$ cat src/rtl/dpd_digit_serializer.sv
// -----------------------------------------------------------------------------
// dpd_digit_serializer
//
// Purpose:
//   Accepts a word of GROUPS Densely Packed Decimal declets and decodes each
//   declet into three BCD digits (IEEE 754-2008 DPD). The digits are then
//   streamed out one per cycle, most significant digit first, over a
//   valid/ready handshake. Typical sinks are display scanners and UART
//   decimal printers.
//
// Configuration macro:
//   DPD_SERIAL_LZS_EN - when defined, leading zeros are suppressed. Emission
//                       starts at the first nonzero digit. An all-zero word
//                       emits a single '0'. When undefined, every word emits
//                       exactly NDIG digits and no suppression logic exists.
//
// Parameters:
//   GROUPS        declets per input word; NDIG = 3*GROUPS digits per word
//
// Ports:
//   clk           in   clock, rising edge active
//   rst_n         in   asynchronous active-low reset
//   in_valid      in   input word offered
//   in_ready      out  block can accept a word (IDLE)
//   in_dpd        in   declets, [10*GROUPS-1 -: 10] is most significant
//   out_valid     out  out_digit holds a digit (EMIT)
//   out_ready     in   sink accepts the digit
//   out_digit     out  BCD digit 0..9
//   out_first     out  first emitted digit of the word
//   out_last      out  last emitted digit of the word
//   out_noncanon  out  word held a non-canonical declet; stable for the word
// -----------------------------------------------------------------------------
module dpd_digit_serializer #(
    parameter int GROUPS = 2
) (
    input  logic                  clk,
    input  logic                  rst_n,
    input  logic                  in_valid,
    output logic                  in_ready,
    input  logic [10*GROUPS-1:0]  in_dpd,
    output logic                  out_valid,
    input  logic                  out_ready,
    output logic [3:0]            out_digit,
    output logic                  out_first,
    output logic                  out_last,
    output logic                  out_noncanon
);

    localparam int NDIG  = 3 * GROUPS;
    localparam int IDX_W = (NDIG > 1) ? $clog2(NDIG) : 1;
    localparam logic [IDX_W-1:0] LAST_IDX = IDX_W'(NDIG - 1);

    typedef enum logic {
        IDLE = 1'b0,
        EMIT = 1'b1
    } state_t;

    state_t                 r_state;
    state_t                 w_state_nxt;
    logic [NDIG-1:0][3:0]   r_digits;
    logic [IDX_W-1:0]       r_idx;
    logic                   r_first;
    logic                   r_noncanon;

    logic [NDIG-1:0][3:0]   w_dec;
    logic                   w_noncanon;
    logic [IDX_W-1:0]       w_start;
    logic                   w_accept;
    logic                   w_advance;
    logic                   w_at_last;

    // Decode one declet into {hundreds, tens, units}. Large digits (8/9)
    // take their lsb from b7/b4/b0; the remaining small digits pick up
    // whichever 2-bit fields the indicator bits free up.
    function automatic logic [11:0] dpd_decode(input logic [9:0] d);
        logic [3:0] h;
        logic [3:0] m;
        logic [3:0] l;
        h = {1'b0, d[9:7]};
        m = {1'b0, d[6:4]};
        l = {1'b0, d[2:0]};
        if (d[3]) begin
            case (d[2:1])
                2'b00: l = {3'b100, d[0]};
                2'b01: begin
                    m = {3'b100, d[4]};
                    l = {1'b0, d[6:5], d[0]};
                end
                2'b10: begin
                    h = {3'b100, d[7]};
                    l = {1'b0, d[9:8], d[0]};
                end
                default: begin
                    case (d[6:5])
                        2'b00: begin
                            h = {3'b100, d[7]};
                            m = {3'b100, d[4]};
                            l = {1'b0, d[9:8], d[0]};
                        end
                        2'b01: begin
                            h = {3'b100, d[7]};
                            m = {1'b0, d[9:8], d[4]};
                            l = {3'b100, d[0]};
                        end
                        2'b10: begin
                            m = {3'b100, d[4]};
                            l = {3'b100, d[0]};
                        end
                        default: begin
                            // b9..b8 are don't-care here; nonzero values are
                            // the non-canonical encodings.
                            h = {3'b100, d[7]};
                            m = {3'b100, d[4]};
                            l = {3'b100, d[0]};
                        end
                    endcase
                end
            endcase
        end
        return {h, m, l};
    endfunction

    function automatic logic is_noncanon(input logic [9:0] d);
        return (d[3:1] == 3'b111) && (d[6:5] == 2'b11) && (d[9:8] != 2'b00);
    endfunction

    always_comb begin
        w_dec      = '0;
        w_noncanon = 1'b0;
        for (int g = 0; g < GROUPS; g++) begin
            {w_dec[3*g], w_dec[3*g+1], w_dec[3*g+2]} =
                dpd_decode(in_dpd[10*(GROUPS-g)-1 -: 10]);
            w_noncanon = w_noncanon | is_noncanon(in_dpd[10*(GROUPS-g)-1 -: 10]);
        end
    end

`ifdef DPD_SERIAL_LZS_EN
    // Scan from the LSD upward so the lowest index (MSD side) nonzero wins;
    // an all-zero word falls back to the final digit.
    always_comb begin
        w_start = LAST_IDX;
        for (int i = NDIG - 1; i >= 0; i--) begin
            if (w_dec[i] != 4'd0) begin
                w_start = IDX_W'(i);
            end
        end
    end
`else
    assign w_start = '0;
`endif

    assign in_ready     = (r_state == IDLE);
    assign out_valid    = (r_state == EMIT);
    assign out_digit    = r_digits[r_idx];
    assign out_first    = out_valid & r_first;
    assign out_last     = out_valid & w_at_last;
    assign out_noncanon = out_valid & r_noncanon;

    assign w_at_last = (r_idx == LAST_IDX);
    assign w_accept  = in_valid & in_ready;
    assign w_advance = out_valid & out_ready;

    always_ff @(posedge clk or negedge rst_n) begin
        if (!rst_n) begin
            r_state <= IDLE;
        end else begin
            r_state <= w_state_nxt;
        end
    end

    always_comb begin
        w_state_nxt = r_state;
        case (r_state)
            IDLE: if (w_accept) w_state_nxt = EMIT;
            EMIT: if (w_advance && w_at_last) w_state_nxt = IDLE;
            default: w_state_nxt = IDLE;
        endcase
    end

    always_ff @(posedge clk or negedge rst_n) begin
        if (!rst_n) begin
            r_digits   <= '0;
            r_idx      <= '0;
            r_first    <= 1'b0;
            r_noncanon <= 1'b0;
        end else if (w_accept) begin
            r_digits   <= w_dec;
            r_idx      <= w_start;
            r_first    <= 1'b1;
            r_noncanon <= w_noncanon;
        end else if (w_advance) begin
            r_first <= 1'b0;
            if (!w_at_last) begin
                r_idx <= r_idx + 1'b1;
            end
        end
    end

endmodule

$ cat config.mk
export PLATFORM = sky130hd
export DESIGN_NAME = dpd_digit_serializer
export DESIGN_NICKNAME = d
export VERILOG_FILES = /design/src/rtl/dpd_digit_serializer.sv
export SDC_FILE = /design/constraint.sdc
export NUM_CORES = 1
export LEC_CHECK = 0
export ABC_AREA = 1
export CAP_MARGIN = 30
export CORE_UTILIZATION = 55
export DETAILED_ROUTE_END_ITERATION = 7
export GPL_ROUTABILITY_DRIVEN = 0
export PLACE_DENSITY = 0.79
export SYNTH_ARGS = -nofsm -noshare
export SYNTH_HDL_FRONTEND = slang
export SYNTH_SLANG_ARGS = --single-unit
$ cat constraint.sdc
create_clock -name clk -period 2.75 [get_ports clk]
set_input_delay 0.55 -clock clk [delete_from_list [all_inputs] [get_ports clk]]
set_output_delay 0.55 -clock clk [all_outputs]
set_load 0.01 [all_outputs]
; ---- Word level (Yosys, flattened, before mapping)
; Cells that the tools add are included.
[totals]
register_bits = 30
latchBits = 0
mem_bits_rw = 0
rom_bits = 0
inputBits = 24
mem_count = 0
[classes]
add_sub_neg = 1
mul = 0
div_mod_pow = 0
n_lt_le_gt_ge = 1
n_eq_ne = 14
n_shift = 0
mux = 28
n_bitwise = 7
reduce_logical = 17
[op_table]
columns = operator, n
row1 = 4-bit 2-to-1 mux, 13
row2 = 4-bit case mux with 2 select lines, 4
row3 = 4-bit case mux with 3 select lines, 2
row4 = 4-bit binary-select mux with 3-bit select, 1
row5 = "2-bit == test, second input constant", 6
row6 = "3-bit == test, second input constant", 3
row7 = 3-bit 2-to-1 mux, 3
row8 = "2-bit by 1-bit == test with 1-bit output, second input constant", 4
row9 = 2-bit logical NOT, 4
row10 = 2-bit OR reduction, 4
row11 = 2-bit nonzero test, 3
row12 = 1-bit bitwise AND, 5
row13 = 1-bit logical AND, 5
row14 = "3-bit by 4-bit less-than comparator with 1-bit output, second input constant", 1
row15 = 1-bit 2-to-1 mux, 4
row16 = "3-bit by 1-bit adder with 3-bit output, second input constant", 1
row17 = "2-bit inequality test, second input constant", 1
row18 = 1-bit case mux with 2 select lines, 1
row19 = 2-bit AND reduction, 1
row20 = 1-bit inverter, 1
row21 = 1-bit OR, 1

; ---- Depth between registers and ports, before layout
[logic_depth]
depth_word = 4
depth_mapped = 10

; ---- Least setup slack after synthesis
; OpenSTA, ideal clock, no wires.
[synth_path]
path_kind = register -> output
start = register r_idx[0]
end = output port out_digit[0]
t_arrival_ns = 1.023
slack_ns = 1.177
path_stages_with_launch = 7
path_buffers = 1
path_cell_list = dfrtp_1 -> buf_4 -> inv_1 -> nor2_1 -> o21ai_0 -> nand2_1 -> nand2_1
[synth_via]
elab_chain_cells = 2
[synth_rtl]
columns = item, line_no
row1 = start: declaration, 61  ; logic [IDX_W-1:0] r_idx;
row2 = start signal: assignment, 188  ; r_idx <= w_start;
row3 = start signal: assignment, 194  ; r_idx <= r_idx + 1'b1;
row4 = 4-bit binary-select mux with 3-bit select, 154  ; assign out_digit = r_digits[r_idx];
row5 = 4-bit 2-to-1 mux (implied by the code), 154
row6 = end: declaration, 43  ; output logic [3:0] out_digit,
; No other way between the ends. The select of a mux whose other input is x is not followed.

; ---- Worst setup path in the final report
[layout_path]
start = register r_idx[1]
end = output port out_digit[2]
; The elaborated chain is that of the path after synthesis.

==> run metrics <==
crit path DAT=1.97 ns; Max-Cap Viols=0; crit-path max cell delay=0.53 ns; # resized after CTS=0; Fill cells=266; core area=3150 µm²; Hold Crit Start=r_first; Crit path max-delay family=buffers and inverters; die width=60.7 µm; Initial Util=0.600; mapped cell area=1890 µm²; final hold vios=0; RSZ-0062 raised after global routing=no; overflow left after global routing=0; Post-DP Area=2180 µm²; Async SR Flop Fraction=1.00; commonest non-fill, non-tap cells in the layout=92 x nand2_1, 32 x clkdlybuf4s50_1, 30 x dfrtp_1, 29 x nor2_1, 23 x inv_1; # clock sinks=30; area grow syn2layout=17.6%; worst path required time=2.20 ns; Root Buffer=clkbuf_4; static leakage=1.13 nW; Setup TNS Final=0 ns; predominant post-synthesis flop cell=dfrtp_1; DPL Wire Length=2760 µm; status=complete, no violations; Worst-Margin Slew=0.391 ns; Pre-antenna DRT Iters=4; DR vias/cell=5.09; vias in the first global route=1423; EDFF count, synth=0; skew final=0.00810 ns; antenna violations before repair=0; CP max FO=11; Mean Syn Cell Area=7.20 µm²; largest buffer count on any clock path=2; crit path launch=r_idx[1]; commonest non-fill, non-tap cell in the layout=nand2_1; first-pass GRT wire length=6220 µm; Antenna diodes=0; Design Power=2.02 mW; CP cell instances=nor2_1 > o21a_1 > o21ai_0 > nand2_1 > clkdlybuf4s50_1; Port Buf Inserts=32; register area share after synthesis=0.397; # hold bufs at CTS=0; Worst Path Buf+Inv=1; worst vdd ir=0.315 mV; Hold WC Path Type=reg -> reg; DRC=0; crit share post-route=0.916; Final min period=2.52 ns; largest net degree at the start of global routing=34; Cells after Synth=263; Slowest cell on crit path=clkdlybuf4s50_1; Design Area, Final=2230 µm²; Distinct cells, synth=31; final wirelength=3790 µm; antenna-violating nets left=0; All-Layer GR Usage=0.234; Clock transition at path regs=0.09 ns; per-cell routed wire length=11.3 µm; Pwr Density=907 nW/µm²; Net Count, Synth=289; die area=3680 µm²; Post-CTS Setup Inserts=0; CTS tree=done; via count=1709; FF-to-FF Start=out_valid; synthesized flop and latch total=30; yosys warns=0; Clk Latency, worst-skew pair=0.33 ns; cell row count=20; Final setup viols=0; Setup crit end kind=output port; clock buffer count from CTS=5; maximum clock frequency=397 MHz; Pins Over Slew Limit=0; CP Launch Type=register; Die Ht=60.7 µm; post-layout utilization of the core=0.706; Max-slew headroom=0.738; crit path kind=reg -> out; # nets final=318; layout cells sized above 1=0.110; htree depth=2; initial drt markers=70; # IOs=33
==> sequential cells by signal, indices dropped and copies added, names as in the netlist <==
register and count:
out_valid 1, r_first 1, r_digits 24, r_idx 3, r_noncanon 1
==> layer usage <==
layer | GRT usage | share of wire | routed length (µm)
met5 | 0 | 0 | 0
met4 | 0.0974 | 0.021 | 79
met3 | 0.0640 | 0.036 | 136
met2 | 0.361 | 0.47 | 1770
met1 | 0.312 | 0.48 | 1800
==> worst reg2reg max path, stage by stage, from the launching register on <==
cell and delay (ns):
dfrtp_1 0.45, inv_2 0.11, nand2_4 0.22, inv_4 0.33, nand3_1 0.12, o21ai_1 0.14
==> where the power goes <==
group          leakage, nW  switching (mW)  total, mW  internal [mW]
logic                0.730           0.557       1.02          0.460
clock network       0.0254           0.140      0.236         0.0961
registers            0.374           0.128      0.768          0.639
==> path summary, 6_finish.rpt <==
path | depth (start not counted) | endpoint | slack [ns]
min in group asynchronous | 2 | r_first | 0.60
worst max register to register | 5 | r_digits[11] | 1.30
worst max-delay path | 5 | out_digit[2] | 0.23
worst min register to register | 2 | r_first | 0.48
worst min-delay path | 2 | r_first | 0.48
max in group asynchronous | 2 | r_digits[13] | 1.87
==> kinds of logic (layout without fill, tap and decap cells) <==
logic type,count (synthesis),after routing,synth area share
buffers and inverters,37,66,0.104
DFF,30,30,0.397
adders and majority gates,2,2,0.0132
and+or+nand+nor,155,155,0.350
AOI/OAI and AO/OA,39,39,0.135
==> through the flow <==
stage / instances / hold WS, ns / worst slack [ns]
after floorplan: 263 / 0.254 / 1.18
after global placement: 329 / 0.456 / 0.638
after detailed placement: 329 / 0.459 / 0.580
after CTS: 336 / 0.481 / 0.208
after global routing: 336 / 0.506 / 0.0794
final: 336 / 0.478 / 0.231
==> cells in the mapped netlist (2+ instances only) <==
library cell | number | area (µm²)
nand2_1 | 92 | 345
dfrtp_1 | 30 | 751
nor2_1 | 29 | 109
inv_1 | 23 | 86.3
nand3_1 | 18 | 90.1
o21ai_0 | 14 | 70.1
nor2_2 | 7 | 43.8
a21oi_1 | 6 | 30.0
buf_4 | 5 | 37.5
a21oi_2 | 4 | 35.0
buf_2 | 3 | 15.0
buf_6 | 3 | 33.8
o21a_1 | 3 | 22.5
o21ai_1 | 3 | 15.0
ha_1 | 2 | 25.0
nand2_2 | 2 | 12.5
nand3_2 | 2 | 20.0
o21ai_2 | 2 | 17.5
o21bai_1 | 2 | 15.0
o22ai_2 | 2 | 25.0
==> area by class of cell <==
type,count,area (µm²),share of cell area
clock buffers,7,45.0,0.0202
inverters,25,96.3,0.0433
multi-input cells,196,945,0.424
flip-flops and latches,30,751,0.337
well taps,44,55.1,0.0247
repair buffers,34,335,0.151
(Power assumes the default switching activity.)
